File: config.mk
export PLATFORM = sky130hd
export DESIGN_NAME = output_writeback
export DESIGN_NICKNAME = d
export VERILOG_FILES = /design/src/rtl/output_writeback.sv
export SDC_FILE = /design/constraint.sdc
export NUM_CORES = 1
export LEC_CHECK = 0
export CORE_ASPECT_RATIO = 1.1
export CORE_MARGIN = 2
export CORE_UTILIZATION = 38
export CTS_CLUSTER_DIAMETER = 200
export DETAILED_ROUTE_END_ITERATION = 7
export SYNTH_ARGS = -nofsm -noshare
export SYNTH_HDL_FRONTEND = slang
export SYNTH_SLANG_ARGS = --single-unit
File: constraint.sdc
create_clock -name clk -period 4.9 [get_ports clk]
set_input_delay 0.49 -clock clk [delete_from_list [all_inputs] [get_ports clk]]
set_output_delay 0.49 -clock clk [all_outputs]
set_load 0.01 [all_outputs]
File: src/rtl/output_writeback.sv
// Output writeback stage: bias, optional ReLU and saturation of convolution
// results, buffered in a small FIFO and written to sequential buffer addresses.
module output_writeback #(
  parameter int DataWidth = 32,
  parameter int OutWidth  = 16,
  parameter int AddrWidth = 10,
  parameter int FifoDepth = 4
) (
  input  logic                 clk,
  input  logic                 aclr,
  input  logic                 start,
  input  logic [AddrWidth-1:0] frame_len,
  input  logic [AddrWidth-1:0] base_addr,
  input  logic [DataWidth-1:0] bias,
  input  logic                 relu_en,
  input  logic                 in_valid,
  input  logic [DataWidth-1:0] in_data,
  output logic                 wr_valid,
  input  logic                 wr_ready,
  output logic [AddrWidth-1:0] wr_addr,
  output logic [OutWidth-1:0]  wr_data,
  output logic                 busy,
  output logic                 done,
  output logic                 overflow
);

  localparam int PtrW = (FifoDepth > 1) ? $clog2(FifoDepth) : 1;
  localparam logic signed [DataWidth:0] SatMax =
    {{(DataWidth-OutWidth+2){1'b0}}, {(OutWidth-1){1'b1}}};
  localparam logic signed [DataWidth:0] SatMin =
    {{(DataWidth-OutWidth+2){1'b1}}, {(OutWidth-1){1'b0}}};

  typedef enum logic [1:0] {
    IDLE  = 2'd0,
    RUN   = 2'd1,
    DRAIN = 2'd2,
    DONE  = 2'd3
  } state_t;

  state_t state_r, state_next_s;

  logic [AddrWidth-1:0] frame_len_r;
  logic [AddrWidth-1:0] base_r;
  logic [DataWidth-1:0] bias_r;
  logic                 relu_r;
  logic [AddrWidth-1:0] in_cnt_r;
  logic [AddrWidth-1:0] out_cnt_r;
  logic                 overflow_r;

  logic [OutWidth-1:0]  mem_r [FifoDepth];
  logic [PtrW-1:0]      wr_ptr_r;
  logic [PtrW-1:0]      rd_ptr_r;
  logic [PtrW:0]        count_r;

  logic                 start_ok_s;
  logic                 accept_s;
  logic                 empty_s;
  logic                 full_s;
  logic                 pop_s;
  logic                 push_s;
  logic                 drop_s;
  logic                 last_in_s;
  logic [OutWidth-1:0]  proc_s;

  // Sum is one bit wider than the operands so bias addition can never wrap.
  function automatic logic [OutWidth-1:0] bias_relu_sat(
    input logic [DataWidth-1:0] d,
    input logic [DataWidth-1:0] b,
    input logic                 relu
  );
    logic signed [DataWidth:0] s;
    s = {d[DataWidth-1], d} + {b[DataWidth-1], b};
    if (relu && s[DataWidth]) begin
      s = '0;
    end
    if (s > SatMax) begin
      return SatMax[OutWidth-1:0];
    end else if (s < SatMin) begin
      return SatMin[OutWidth-1:0];
    end else begin
      return s[OutWidth-1:0];
    end
  endfunction

  assign start_ok_s = (state_r == IDLE) && start;
  assign accept_s   = (state_r == RUN) && in_valid;
  assign empty_s    = (count_r == '0);
  assign full_s     = (count_r == (PtrW+1)'(FifoDepth));
  assign pop_s      = !empty_s && wr_ready;
  assign push_s     = accept_s && (!full_s || pop_s);
  assign drop_s     = accept_s && full_s && !pop_s;
  assign last_in_s  = accept_s && ((in_cnt_r + AddrWidth'(1)) == frame_len_r);
  assign proc_s     = bias_relu_sat(in_data, bias_r, relu_r);

  // State register.
  always_ff @(posedge clk or posedge aclr) begin
    if (aclr) begin
      state_r <= IDLE;
    end else begin
      state_r <= state_next_s;
    end
  end

  // Next-state logic; DRAIN leaves on the edge that pops the last entry.
  always_comb begin
    state_next_s = state_r;
    case (state_r)
      IDLE: begin
        if (start) begin
          state_next_s = (frame_len == '0) ? DONE : RUN;
        end else begin
          state_next_s = IDLE;
        end
      end
      RUN: begin
        if (last_in_s) begin
          state_next_s = DRAIN;
        end else begin
          state_next_s = RUN;
        end
      end
      DRAIN: begin
        if (empty_s || ((count_r == (PtrW+1)'(1)) && pop_s)) begin
          state_next_s = DONE;
        end else begin
          state_next_s = DRAIN;
        end
      end
      DONE:    state_next_s = IDLE;
      default: state_next_s = IDLE;
    endcase
  end

  // Frame parameters, counters and the sticky overflow flag.
  always_ff @(posedge clk or posedge aclr) begin
    if (aclr) begin
      frame_len_r <= '0;
      base_r      <= '0;
      bias_r      <= '0;
      relu_r      <= 1'b0;
      in_cnt_r    <= '0;
      out_cnt_r   <= '0;
      overflow_r  <= 1'b0;
    end else if (start_ok_s) begin
      frame_len_r <= frame_len;
      base_r      <= base_addr;
      bias_r      <= bias;
      relu_r      <= relu_en;
      in_cnt_r    <= '0;
      out_cnt_r   <= '0;
      overflow_r  <= 1'b0;
    end else begin
      if (accept_s) begin
        in_cnt_r <= in_cnt_r + AddrWidth'(1);
      end
      if (pop_s) begin
        out_cnt_r <= out_cnt_r + AddrWidth'(1);
      end
      if (drop_s) begin
        overflow_r <= 1'b1;
      end
    end
  end

  // FIFO pointers and occupancy.
  always_ff @(posedge clk or posedge aclr) begin
    if (aclr) begin
      wr_ptr_r <= '0;
      rd_ptr_r <= '0;
      count_r  <= '0;
    end else begin
      if (push_s) begin
        wr_ptr_r <= wr_ptr_r + PtrW'(1);
      end
      if (pop_s) begin
        rd_ptr_r <= rd_ptr_r + PtrW'(1);
      end
      case ({push_s, pop_s})
        2'b10:   count_r <= count_r + (PtrW+1)'(1);
        2'b01:   count_r <= count_r - (PtrW+1)'(1);
        default: count_r <= count_r;
      endcase
    end
  end

  // FIFO storage; contents are don't-care while empty since wr_data is masked.
  always_ff @(posedge clk) begin
    if (push_s) begin
      mem_r[wr_ptr_r] <= proc_s;
    end
  end

  assign wr_valid = !empty_s;
  assign wr_data  = empty_s ? '0 : mem_r[rd_ptr_r];
  assign wr_addr  = base_r + out_cnt_r;
  assign busy     = (state_r != IDLE);
  assign done     = (state_r == DONE);
  assign overflow = overflow_r;

endmodule

# Yosys cells after proc, flatten, opt, wreduce, memory -nomap -nowiden
# Memory sizes are Yosys's and may differ from the RTL's.
# Index checks and enable logic that the tools add are counted.
# totals
elab_cells	70
mem_bits_rw	64
n_memories	1
ff_bits	83
input_bits	90
out_inout_bits	30
# classes
n_mux	18
n_reduce_logical	22
eq_ne	8
addsub	8
magnitude_cmp	2
# mem_list
name	depth	width	rd	rd_clocked_by_memory_dff	wr	line_no	text
mem_r	4	16	1	0	1	50	logic [OutWidth-1:0] mem_r [FifoDepth];
# op_table
operator	count
2-to-1 mux 16 bit	3
2-to-1 mux 10 bit	4
adder 32 x 32 -> 33 bit	1
> comparator 33 x 16 -> 1 bit (second input constant)	1
< comparator 33 x 16 -> 1 bit (second input constant)	1
2-to-1 mux 33 bit	1
adder 10 x 1 -> 10 bit (second input constant)	2
adder 10 bit	1
equality test 10 bit	1
zero test 10 bit	1
nonzero test 2 bit	5
logical AND 1 bit	9
one-hot mux 2 bit (4 select lines)	1
equality test 2 bit (second input constant)	3
2-to-1 mux 2 bit	3
one-hot mux 3 bit (2 select lines)	1
2-to-1 mux 1 bit	5
adder 2 x 1 -> 2 bit (second input constant)	2
equality test 2 x 1 -> 1 bit (second input constant)	2
adder 3 x 1 -> 3 bit (second input constant)	1
equality test 3 x 1 -> 1 bit (second input constant)	1
equality test 3 bit (second input constant)	1
zero test 1 bit	3
zero test 3 bit	1
3 further kinds	4

# Longest topological paths before layout
# depth
depth_word	7
mapped_depth	13
mapped_depth_nobuf	12

# Worst setup path before layout
# No wires, ideal clock.
# synth_path
kind	input port to flip-flop
start	input in_data[0]
end	memory mem_r[0][5] (data pin)
setup_ns	0.277
n_path_buf	1
t_arrival_ns	3.332
cell_stages	13
path_slack_ns	1.290
t_required_ns	4.623
cell_sequence	ha_1 inv_1 fa_1 nand2b_1 a21oi_1 o211ai_2 a211oi_2 o211a_1 o21ai_0 a2111o_1 o41ai_4 buf_4 o21ai_1
# synth_via
elab_chain_cells	6
elab_cells_between_ends	7
classes_between	add/sub: 1; order compare: 2; mux: 3; reduce/logical: 1
# synth_rtl
item	line_no	text
start: declaration	17	input logic [DataWidth-1:0] in_data,
adder 32 x 32 -> 33 bit *	72	s = {d[DataWidth-1], d} + {b[DataWidth-1], b};
logical AND 1 bit	73	if (relu && s[DataWidth]) begin
2-to-1 mux 33 bit *	73	
< comparator 33 x 16 -> 1 bit	78	end else if (s < SatMin) begin
2-to-1 mux 16 bit	78	
2-to-1 mux 16 bit *	76	if (s > SatMax) begin
net proc_s[5]	63	logic [OutWidth-1:0] proc_s;
end: declaration	50	
# Mark *: on every way through the listed nets, which the timed path passes. The rest lies on a longest branch.

# Worst setup path after layout
# layout_path
start	input in_data[0]
end	memory mem_r[3][5] (data pin)
# Same word-level chain as after synthesis.

==> summary.txt <==
Clock tree
  • H-Tree Depth: 4
  • Num CTS Buffers: 17
  • Root Buffer: clkbuf_16
  • Hold buffers post-CTS: 0
  • Clock Path Buffers: 2
  • Post-CTS Resized: 0
  • CTS tree: yes
  • Clock latency on the worst-skew pair: 430 ps
  • Clk pin slew, worst setup/hold paths: 70 ps
  • CTS Sinks: 147
  • Setup repair bufs after CTS: 0

Timing
  • Worst setup skew after layout: 11.9 ps
  • Final slew viol count: 0
  • Relative slew margins: 26.5%
  • Actual slew at the worst max-slew pin: 1100 ps
  • # setup viols final: 0
  • TNS Setup: 0 ps
  • Final hold viol count: 0
  • Tmin final: 4200 ps
  • Final Cycle Share: 85.8%
  • RSZ-0062 raised after global routing: false
  • Maximum clock rate: 238 MHz

Route
  • Antenna-violating nets left: 0
  • Drt drc: 0
  • DR iter-0 viols: 377
  • First-pass detailed-route iteration total: 5
  • Vias: 6322
  • Routed WL per cell: 16.5 um
  • Post-Route WL: 19900 um
  • Routed vias/inst: 5.23

Worst setup path
  • Crit-path max FO: 7
  • Worst Path Arrival: 4350 ps
  • CP Launch Type: primary input
  • Critical path capture point type: flip-flop
  • Crit path kind: in -> reg
  • CP Data Required Time: 5050 ps

Pwr
  • Peak VDD IR: 0.371 mV
  • Pleak: 4.28 nW
  • Power Density: 683 nW/um2

Floorplanning
  • Die Width: 149 um
  • Die H: 163 um
  • Core ar.: 22700 um2
  • Initial Util: 38.5%
  • Die ar.: 24300 um2
  • Row Count: 58
  • Num ports: 120

Finish
  • Share of layout cells above drive strength 1: 14.4%
  • Area delta synth->final: 23.8%
  • Multi-input gate area: 4510 um2
  • Seq. cell area: 4000 um2
  • Fillers: 2074
  • Final core occ: 47.7%
  • Nets: 1039
  • Fin cells: 1208
  • N_diodes: 0

Global routing
  • GR Util All Layers: 17.2%
  • Initial antenna violation count: 0
  • First-pass GRT wire length: 32900 um
  • Overflow after GRT: 0
  • Vias in the first global route: 6424
  • Pin count of the biggest net entering global routing: 46

Placement
  • Final Wtd Congestion: 0.889
  • DP Wirelength: 14800 um
  • Inst Count DP: 1176
  • Port Buf Inserts: 119

Synthesis
  • Library cells used by synthesis: 79
  • Asr flop ratio synth: 56.5%
  • Post-synth top flop: dfrtp_1
  • Avg Synthesized Cell Area: 11.2 um2
  • Yosys reg bits: 147
  • Seq/Total Area, Yosys: 45.7%
  • Syn nets: 924
  • Synth warnings: 0
  • Post-Syn Area: 8750 um2
  • Post-synth EDFFs: 64
  • Cells after Synth: 780

Min path
  • Class of the worst hold path: reg -> reg

Flow run
  • Max Cap Violations: 0

Status
  • Status: finished, final reports clean
layout by cell type (no fill, tap or decap), types with 4 or more instances in the layout:
| cell | synthesis | layout |
|---|---|---|
| clkdlybuf4s50_1 | 0 | 119 |
| dfrtp_1 | 83 | 83 |
| edfxtp_1 | 64 | 64 |
| nand2_1 | 55 | 55 |
| mux2_2 | 52 | 52 |
| ha_1 | 52 | 52 |
| o21ai_0 | 42 | 42 |
| nor2_1 | 40 | 40 |
| a21oi_1 | 39 | 39 |
| xor2_1 | 28 | 28 |
| xnor2_1 | 28 | 28 |
| inv_1 | 27 | 26 |
| nor2b_1 | 22 | 22 |
| o21ai_1 | 17 | 17 |
| clkbuf_16 | 0 | 17 |
| mux4_2 | 16 | 16 |
| nand4_1 | 15 | 15 |
| nand3_1 | 13 | 13 |
| and3_1 | 10 | 10 |
| a21o_1 | 10 | 10 |
| buf_4 | 1 | 10 |
| and2_1 | 10 | 9 |
| o211ai_1 | 7 | 7 |
| nand2b_1 | 6 | 6 |
| inv_8 | 0 | 6 |
| a31oi_1 | 5 | 5 |
| a211oi_1 | 5 | 5 |
| o21a_1 | 5 | 5 |
| or3_1 | 5 | 5 |
| inv_6 | 0 | 5 |
| o21bai_1 | 4 | 4 |
| nor4_1 | 4 | 4 |
| o2111ai_1 | 4 | 4 |
| o211a_1 | 4 | 4 |
| mux2i_1 | 4 | 4 |
| nor3b_1 | 4 | 4 |
| nor3_1 | 4 | 4 |
kinds of logic (layout without fill, tap and decap cells):
| family | after synthesis | count (layout) | share of synthesized area, % |
|---|---|---|---|
| adders and majority gates | 54 | 54 | 7.90 |
| buffers and inverters | 61 | 189 | 2.78 |
| muxes | 72 | 72 | 11.3 |
| AOI/OAI and AO/OA | 181 | 181 | 14.1 |
| DFF | 147 | 147 | 45.7 |
| xor gates and xnor gates | 56 | 56 | 5.61 |
| and+or+nand+nor | 209 | 209 | 12.6 |
worst max-delay path: stages:
cell	delay, ps
clkdlybuf4s50_1	530
ha_1	240
inv_1	70
fa_1	390
nand2b_1	180
a21oi_1	210
o211ai_2	180
a211oi_2	380
o211a_1	210
o21ai_0	110
a2111o_1	440
o41ai_4	540
buf_4	240
o21ai_1	130
through the flow:
stage,worst slack (ps),power (mW),area [um2],hold slack (ps)
6_report,697,7.40,10800,513
4_1_cts,714,7.47,10800,518
2_1_floorplan,1290,4.85,8750,475
3_5_place_dp,274,6.15,10300,501
5_1_grt,420,7.98,10800,529
3_3_place_gp,346,6.13,10300,494
Yosys cell counts (all sizes together) (13+ instances only):
master  count  area share (%)
o21ai      59             3.4
xor2       28             2.8
nor2       40             1.7
edfxtp     64              22
nand4      15             1.1
clkbuf     19            0.82
dfrtp      83              24
nor2b      22             1.6
xnor2      28             2.8
a21oi      40             2.3
mux2       52             6.7
nand2      57             2.5
mux4       16             4.1
ha         52             7.4
buf        14            0.76
inv        28             1.2
nand3      13            0.74
sequential cells by signal, indices dropped and copies added (netlist names):
signal	count
rd_ptr_r	2
in_cnt_r	10
bias_r	32
out_cnt_r	10
base_r	10
count_r	3
overflow	1
wr_ptr_r	2
relu_r	1
frame_len_r	10
mem_r	64
state_r	2
per-layer routing:
metal  GRT usage [%]  vias to the layer above  wire [um]
li1                -                     3129          -
met1            23.2                     3048       9630
met2            28.2                      125       9380
met3            3.35                       20        619
met4            4.85                        0        257
met5               0                        -          0
where the power goes:
| part | internal [mW] | total [mW] | switching, mW |
|---|---|---|---|
| logic | 1.87 | 3.92 | 2.05 |
| registers | 1.90 | 2.21 | 0.311 |
| clock network | 0.681 | 1.28 | 0.595 |
cell type report:
| cell class | instances | area share (%) |
|---|---|---|
| clock inverters | 15 | 1.40 |
| well taps | 300 | 3.47 |
| multi-input cells | 572 | 41.6 |
| clock buffers | 17 | 3.93 |
| inverters | 28 | 0.982 |
| repair buffers | 129 | 11.7 |
| flip-flops and latches | 147 | 36.9 |
path summary, 6_finish.rpt:
| path | startpoint | to | slack [ps] | cells after the start |
|---|---|---|---|---|
| max | in_data[0] | mem_r[3][5] | 700 | 14 |
| min | bias_r[10] | bias_r[10] | 510 | 1 |
| max reg2reg | bias_r[0] | mem_r[3][5] | 980 | 13 |
| min reg2reg | bias_r[10] | bias_r[10] | 510 | 1 |
| max in group asynchronous | aclr | state_r[0] | 3380 | 3 |
| min in group asynchronous | aclr | bias_r[28] | 520 | 2 |
Note: power is estimated with default switching activity, not from simulation.
